[src/rtl/noc_packet_sink.sv]
// Local-port packet receiver: checks header/tail framing, drops and counts malformed
// flits, and buffers well-formed flits in a small FIFO drained through a valid/ready stream.
module noc_packet_sink #(
  parameter int          DATA_WIDTH = 32,
  parameter int          DEPTH      = 4,
  parameter logic [7:0]  LOCAL_ID   = 8'h00
) (
  input  logic                  noc_clk,
  input  logic                  noc_rst_n,
  input  logic                  receive_valid,
  output logic                  receive_ready,
  input  logic [DATA_WIDTH-1:0] receive_flit,
  input  logic                  receive_is_header,
  input  logic                  receive_is_tail,
  output logic                  out_valid,
  input  logic                  out_ready,
  output logic [DATA_WIDTH-1:0] out_flit,
  output logic                  out_is_header,
  output logic                  out_is_tail,
  output logic [15:0]           pkt_count,
  output logic [15:0]           err_count,
  output logic                  err_pulse
);

  localparam int AW = $clog2(DEPTH);

  typedef enum logic {IDLE, BODY} state_t;

  typedef struct packed {
    logic                  is_header;
    logic                  is_tail;
    logic [DATA_WIDTH-1:0] flit;
  } entry_t;

  state_t          state, state_next;
  entry_t          mem [DEPTH];
  entry_t          head;
  logic [AW-1:0]   wr_ptr, rd_ptr;
  logic [AW:0]     fifo_count;
  logic            acc, pop, push, pkt_inc, misroute;
  logic [1:0]      err_inc;

  function automatic logic [15:0] sat_add(input logic [15:0] cnt, input logic [1:0] inc);
    logic [16:0] sum;
    sum = {1'b0, cnt} + {15'b0, inc};
    return sum[16] ? 16'hFFFF : sum[15:0];
  endfunction

  assign receive_ready = (fifo_count != (AW+1)'(DEPTH));
  assign out_valid     = (fifo_count != '0);
  assign acc           = receive_valid & receive_ready;
  assign pop           = out_valid & out_ready;
  assign misroute      = (receive_flit[DATA_WIDTH-1 -: 8] != LOCAL_ID);

  // Head is gated so a drained or freshly reset FIFO presents all-zero outputs.
  assign head          = mem[rd_ptr];
  assign out_flit      = out_valid ? head.flit      : '0;
  assign out_is_header = out_valid ? head.is_header : 1'b0;
  assign out_is_tail   = out_valid ? head.is_tail   : 1'b0;

  always_comb begin
    // NOTE: every output of this block gets a default first so no path leaves one unassigned (no latches).
    state_next = state;
    push       = 1'b0;
    pkt_inc    = 1'b0;
    err_inc    = 2'd0;
    if (acc) begin
      if (receive_is_header) begin
        // A header inside a packet truncates it; the header still starts a new packet.
        push       = 1'b1;
        err_inc    = {1'b0, state == BODY} + {1'b0, misroute};
        pkt_inc    = receive_is_tail;
        state_next = receive_is_tail ? IDLE : BODY;
      end else if (state == BODY) begin
        push    = 1'b1;
        pkt_inc = receive_is_tail;
        if (receive_is_tail) state_next = IDLE;
      end else begin
        err_inc = 2'd1;
      end
    end
  end

  always_ff @(posedge noc_clk or negedge noc_rst_n) begin
    // NOTE: state registers use non-blocking assignments so every flop samples pre-edge values.
    if (!noc_rst_n) begin
      state      <= IDLE;
      wr_ptr     <= '0;
      rd_ptr     <= '0;
      fifo_count <= '0;
      pkt_count  <= '0;
      err_count  <= '0;
      err_pulse  <= 1'b0;
    end else begin
      state     <= state_next;
      pkt_count <= sat_add(pkt_count, {1'b0, pkt_inc});
      err_count <= sat_add(err_count, err_inc);
      err_pulse <= (err_inc != 2'd0);
      if (push) wr_ptr <= wr_ptr + 1'b1;
      if (pop)  rd_ptr <= rd_ptr + 1'b1;
      case ({push, pop})
        2'b10:   fifo_count <= fifo_count + 1'b1;
        2'b01:   fifo_count <= fifo_count - 1'b1;
        default: fifo_count <= fifo_count;
      endcase
    end
  end

  // NOTE: storage is deliberately not reset; an empty count plus the output gating hides stale entries.
  always_ff @(posedge noc_clk) begin
    if (push) mem[wr_ptr] <= '{is_header: receive_is_header, is_tail: receive_is_tail, flit: receive_flit};
  end

endmodule

[config.mk]
export PLATFORM = sky130hd
export DESIGN_NAME = noc_packet_sink
export DESIGN_NICKNAME = d
export VERILOG_FILES = /design/src/rtl/noc_packet_sink.sv
export SDC_FILE = /design/constraint.sdc
export NUM_CORES = 1
export LEC_CHECK = 0
export CAP_MARGIN = 20
export CORE_MARGIN = 2
export CORE_UTILIZATION = 49
export CTS_CLUSTER_DIAMETER = 40
export DETAILED_ROUTE_END_ITERATION = 6
export PLACE_DENSITY_LB_ADDON = 0.12
export SYNTH_ARGS = -nofsm -noshare
export SYNTH_HDL_FRONTEND = slang
export SYNTH_SLANG_ARGS = --single-unit
[constraint.sdc]
create_clock -name noc_clk -period 2.6 [get_ports noc_clk]
set_input_delay 0.78 -clock noc_clk [delete_from_list [all_inputs] [get_ports noc_clk]]
set_output_delay 0.78 -clock noc_clk [all_outputs]
set_load 0.02 [all_outputs]
==> reports/metrics.yaml, run 1 <==
run_status:
  status: "finished, violations left"
  violations: "negative setup slack"
setup_path:
  cp_max_fo: 6
  crit_buf_inv: 3
  cp.arrival_ps: 1990
  cpMostUsedCell: "buf_6"
  max_stage_delay_ps: 490
  startpoint_type: "register"
  critPathCaptureType: "output port"
  crit_type: "reg2out"
  required_ps: 1820
  path_cells: "buf_6, buf_16, mux4_2, and2_4, buf_6"
  path_delay_family: "flip-flops"
  slowest_stage: "dfrtp_2"
grt:
  grt_max_degree: 37
  globalRouteOverflowTotal: 0
  grt_pass1_wl_um: 23270
  antenna_found_initial: 0
  track_usage_pct: 19.24
  grt_pass1_vias: 4451
flow_run:
  maxCapViolCount: 0
power_and_ir_drop:
  p_sw_share_pct: 30.88
  p_per_area_mw_per_mm2: 1120
  vdd_drop_max_v: 0.0006526
  clkPwrFrac_pct: 20.6
  p_leak_nw: 3.783
  comb_power_share_pct: 44.4
  pwr-share-seq_pct: 35.0
  p_sw_mw: 3.407
  power.total_mw: 11.03
  p_int_mw: 7.625
placement:
  io_buffers: 106
  hpwl_um: 8775
  place_ws_ps: -980.3
  finalWeightedCongestion: 0.7787
  place_area_mm2: 0.008865
floorplanning:
  dieArea_mm2: 0.01577
  start_util_pct: 50.02
  pin_count: 107
  num_rows: 44
  coreArea_mm2: 0.01448
  die-width_um: 125.6
  die_h_um: 125.6
logic_synthesis:
  synth.yosys.warnings: 0
  synthCells: 420
  ys_seq_area_share_pct: 70.56
  avgSynthCellArea_um2: 17.24
  async_flop_share_pct: 23.16
  synth_edf_count: 136
  yosysTopAreaCellShare_pct: 56.39
  yosysMostFrequentCell: "edfxtp_1"
  ys_seq_elements: 177
  synth_common_cells: "edfxtp_1, and2_1, dfrtp_1, mux4_2, nand2_1"
  netlist_area_mm2: 0.007242
  synth.net_count: 470
  synth_top_flop_cell: "edfxtp_1"
  synth_top_area_cell: "edfxtp_1"
  synth.area.top_cells: "edfxtp_1, dfrtp_1, mux4_2, and2_1, ha_1"
  ys_types: 40
sta:
  fin_crit_ps: 2773
  hold_viol: 0
  finalCritPeriodShare_pct: 106.7
  finalMaxSlewViolations: 0
  rsz0062_at_grt: "true"
  maxSlewHeadroom_pct: 47.76
  fmax_ghz: 0.3606
  timing.hold.ws_ps: 440.1
  fin_ws_ps: -173.2
  worst_pin_slew_ps: 783.6
  finalSetupViolations: 50
  skew_ps: 8.089
clock_tree:
  clock-sinks: 177
  clk_pin_slew_ps: 60
  numCtsBuffers: 17
  root_buffer: "clkbuf_16"
  clk_latency_ps: 420
  cts_htree_levels: 4
  cts_hold_buf: 0
  cts_tree: "yes"
  cts_buffer_depth: 2
finish:
  num-nets-final: 641
  finalCoreUtilization_pct: 68.00
  drive_above_1_share_pct: 39.97
  finish.instance_area_mm2: 0.009846
  syn2layout_area_growth_pct: 35.95
  n_antenna_cell: 0
routing:
  drc_errors: 0
  routedWlPerCell_um: 18.19
  drt-total-wl_um: 14310
  vias_per_cell: 5.351
  first_iter_violations: 299
  ant_nets: 0
  vias: 4211
  firstDrtPassIters: 4
worst_hold_path:
  hp-class: "in2async"
==> layout make-up <==
| type | instances | area, µm² |
|---|---|---|
| clock buffer | 18 | 429.2 |
| sequential | 177 | 5112 |
| multi-input combinational | 220 | 2211 |
| fill | 1033 | 4633 |
| clock inverter | 13 | 97.59 |
| timing repair buffer | 165 | 1728 |
| tap | 184 | 230.2 |
| inverter | 10 | 37.54 |
==> power by group through the flow <==
stage | clock network (mW) | registers (mW) | logic (mW)
floorplan | 0 | 3.93 | 2.23
global placement | 0 | 3.86 | 4.03
detailed placement | 0 | 3.89 | 4.06
CTS | 2.34 | 3.85 | 4.46
global route | 2.46 | 3.91 | 5.23
finish | 2.28 | 3.86 | 4.90
==> through the flow <==
stage,instances,setup TNS [ps]
floorplan,420,-3707
global placement,738,-20780
detailed placement,738,-22050
CTS,784,-6916
global route,787,-9256
finish,787,-5546
==> state kept, by name, indices dropped and copies added, names as in the netlist <==
signal and flops:
mem 136, err_count 16, pkt_count 16, fifo_count 3
rd_ptr 2, wr_ptr 2, err_pulse 1, state 1
==> kinds of logic (layout without fill, tap and decap cells) <==
kind of cell | count (synthesis) | count (layout) | share of synthesized area [%]
buffers and inverters | 24 | 206 | 1.572
XOR/XNOR | 22 | 22 | 2.661
flip-flops | 177 | 177 | 70.56
AO/OA/AOI/OAI | 17 | 17 | 1.365
AND/OR/NAND/NOR | 128 | 129 | 10.06
multiplexers | 40 | 40 | 11.51
adder cells (fa/ha/maj) | 12 | 12 | 2.281
==> metal layers <==
metal  GRT usage, %  vias up  part of all wire [%]
li1               -     1940                     -
met1          24.95     2136                    42
met2          31.45      115                    51
met3          5.092       20                   4.5
met4          7.320        0                   1.7
met5              0        -                     0
==> cells in the final DEF (no fill, tap or decap), types with 3 or more instances in the layout <==
master / instances
edfxtp_1: 136
and2_2: 4
o21ai_2: 4
o21ai_0: 3
ha_2: 3
a21oi_1: 4
and2_1: 5
buf_4: 37
ha_1: 7
and2_4: 34
a31oi_1: 3
clkbuf_16: 17
clkdlybuf4s50_1: 61
nand2_1: 27
buf_2: 4
buf_12: 9
buf_6: 47
nand4_1: 6
nand3_1: 9
nor2_1: 8
xor2_1: 10
inv_1: 9
mux2_2: 6
nand2b_1: 3
mux4_2: 34
nand2_2: 7
xnor2_1: 12
nor4_4: 3
clkinv_2: 7
dfrtp_1: 39
==> timing repair <==
item,4_1_cts,5_1_grt
endpoints found under the setup margin,54,56
setup buffers,11,5
gates cloned,4,1
pin swaps,16,12
gates resized for setup,247,81
==> path summary, 6_finish.rpt <==
check	start	to	slack, ps	depth (start not counted)
worst max-delay path	rd_ptr[0]	out_flit[13]	-170	5
worst min-delay path	noc_rst_n	err_count[5]	440	1
worst max register to register	fifo_count[1]	err_count[11]	210	10
worst min register to register	fifo_count[2]	fifo_count[2]	480	1
max in group asynchronous	noc_rst_n	pkt_count[4]	1580	2
min in group noc_clk	fifo_count[2]	fifo_count[2]	480	1
Note: power is estimated with default switching activity, not from simulation.
==> run 2: changes to the inputs <==
--- a/config.mk
+++ b/config.mk
@@ -11,6 +11,7 @@
 export CTS_CLUSTER_DIAMETER = 40
 export DETAILED_ROUTE_END_ITERATION = 6
 export PLACE_DENSITY_LB_ADDON = 0.12
+export RECOVER_POWER = 25
 export SYNTH_ARGS = -nofsm -noshare
 export SYNTH_HDL_FRONTEND = slang
 export SYNTH_SLANG_ARGS = --single-unit
==> run 2 against run 1 <==
Against the previous run: the run ends with max-capacitance violations, max-slew violations, negative setup slack left; global-route usage did not move; combinational power barely moved; clock-buffer cell count did not move; clock power barely moved; sequential share of layout area up 0.17 points; sequential power barely moved; critical path depth stayed put; non-clock buffer count unchanged; clock skew barely moved; via count is 0.36% lower; critical path type unchanged.
==> reports/metrics.yaml, run 2 (same netlist as run 1, synthesis figures left out) <==
run_status:
  status: "finished, violations left"
  violations: "max-capacitance violations, max-slew violations, negative setup slack"
setup_path:
  reg2reg_depth: 10
  max_stage_delay_ps: 490
  slowest_stage: "dfrtp_2"
  startpoint_type: "register"
  critPathCaptureType: "output port"
  crit_type: "reg2out"
  path_cells: "buf_6, buf_16, mux4_2, and2_4, buf_6"
  path_delay_family: "flip-flops"
  timing.rr.end: "err_count[11]"
  cpMostUsedCell: "buf_6"
  cp_max_fo: 6
  crit_buf_inv: 3
  cp.arrival_ps: 1990
  rrSetupSlack_ps: 210
  startpoint: "rd_ptr[0]"
  r2r-start: "fifo_count[1]"
  crit_cells: 5
  required_ps: 1820
clock_tree:
  root_buffer: "clkbuf_16"
  cts_htree_levels: 4
  clock-sinks: 177
  cts_buffer_depth: 2
  clk_pin_slew_ps: 60
  cts_tree: "yes"
  clk_latency_ps: 420
  numCtsBuffers: 17
  cts_hold_buf: 0
sta:
  hold_viol: 0
  fmax_ghz: 0.3607
  tns_ps: -5596
  worst_pin_slew_ps: 1885
  skew_ps: 8.079
  fin_ws_ps: -172.5
  timing.hold.ws_ps: 480.2
  fin_crit_ps: 2772
  finalSetupViolations: 50
  finalCritPeriodShare_pct: 106.6
  rsz0062_at_grt: "true"
  maxSlewHeadroom_pct: -25.64
  finalMaxSlewViolations: 36
routing:
  vias_per_cell: 5.332
  first_iter_violations: 281
  drt-total-wl_um: 14320
  drc_errors: 0
  vias: 4196
  routedWlPerCell_um: 18.20
  ant_nets: 0
  firstDrtPassIters: 4
finish:
  n_antenna_cell: 0
  largest_registers: "mem x136, err_count x16, pkt_count x16"
  drive_above_1_share_pct: 38.31
  n_fill_cell: 1036
  num-nets-final: 641
  layout_commonest_cell: "edfxtp_1"
  final_cell_mix: "edfxtp_1, clkdlybuf4s50_1, buf_6"
  largest-register: "mem"
  syn2layout_area_growth_pct: 35.52
  largest_reg_flops: 136
floorplanning:
  pin_count: 107
  die_h_um: 125.6
  die-width_um: 125.6
  num_rows: 44
  dieArea_mm2: 0.01577
  coreArea_mm2: 0.01448
  start_util_pct: 50.02
power_and_ir_drop:
  p_sw_share_pct: 30.93
  p_int_mw: 7.617
  comb_power_share_pct: 44.4
  clkPwrFrac_pct: 20.6
  vdd_drop_max_v: 0.0006531
  p_leak_nw: 3.751
  p_sw_mw: 3.411
  pwr-share-seq_pct: 35.0
  p_per_area_mw_per_mm2: 1124
grt:
  grt_pass1_vias: 4451
  globalRouteOverflowTotal: 0
  track_usage_pct: 19.24
  grt_max_degree: 37
  grt_pass1_wl_um: 23270
  antenna_found_initial: 0
worst_hold_path:
  hold_depth: 1
  hp-class: "reg2reg"
  min_from: "fifo_count[2]"
  holdPathEnd: "fifo_count[2]"
placement:
  place_ws_ps: -980.3
  hpwl_um: 8775
  finalWeightedCongestion: 0.7787
  io_buffers: 106
flow_run:
  maxCapViolCount: 1
[run 2: cell types whose count changed in the layout (fill, tap and decap cells not counted), sizes merged]
cell           before  now
buf               101   91
clkbuf             19   29
clkdlybuf4s50      61   53
dlygate4sd3         0    8
[run 2: timing repair]
action,in CTS,in global routing
endpoints found under the setup margin,54,56
gates cloned,4,1
setup buffers,11,5
pin swaps,16,12
resized for setup,247,81
[run 2: metal layers]
metal / vias up / global-route usage, % / share of wire (%)
met5: - / 0 / 0
met4: 0 / 7.320 / 1.7
met3: 20 / 5.092 / 4.4
met2: 107 / 31.45 / 51
met1: 2133 / 24.95 / 43
li1: 1936 / - / -
[run 2: power groups by stage]
stage | combinational (mW) | clock (mW) | sequential [mW]
detailed placement | 4.06 | 0 | 3.89
global placement | 4.03 | 0 | 3.86
finish | 4.89 | 2.28 | 3.86
global route | 5.22 | 2.46 | 3.91
CTS | 4.46 | 2.34 | 3.85
floorplan | 2.23 | 0 | 3.93
[run 2: layout make-up]
type,count,area [µm²],area share [%]
flip-flops and latches,177,5112,52.09
multi-input cells,220,2211,22.53
repair buffers,165,1697,17.29
clock buffers,18,429.2,4.373
well taps,184,230.2,2.346
clock inverters,13,97.59,0.9944
inverters,10,37.54,0.3825
[run 2: worst max path at each step]
| stage | end |
|---|---|
| after global placement | err_count[12] |
| after CTS | err_count[3] |
| after detailed placement | err_count[6] |
| after global routing | out_flit[18] |
| final | out_flit[13] |
| after floorplan | err_count[13] |
[run 2: per-stage QoR]
stage	std cells	cell area, µm²	utilization [%]	total power, mW
floorplan	420	7251	-	6.160
global placement	738	8865	61.23	7.890
detailed placement	738	8865	61.23	7.951
CTS	784	9592	66.25	10.65
global route	787	9814	67.78	11.58
finish	787	9814	67.78	11.03
[run 2: worst reg2reg max path: cells and delay by family, from the launching register on]
family / cells / cell delay [ps]
DFF: 1 / 400
adders and majority gates: 1 / 260
and+or+nand+nor: 5 / 1160
buffers and inverters: 2 / 220
AOI/OAI and AO/OA: 1 / 60
xor gates and xnor gates: 1 / 180
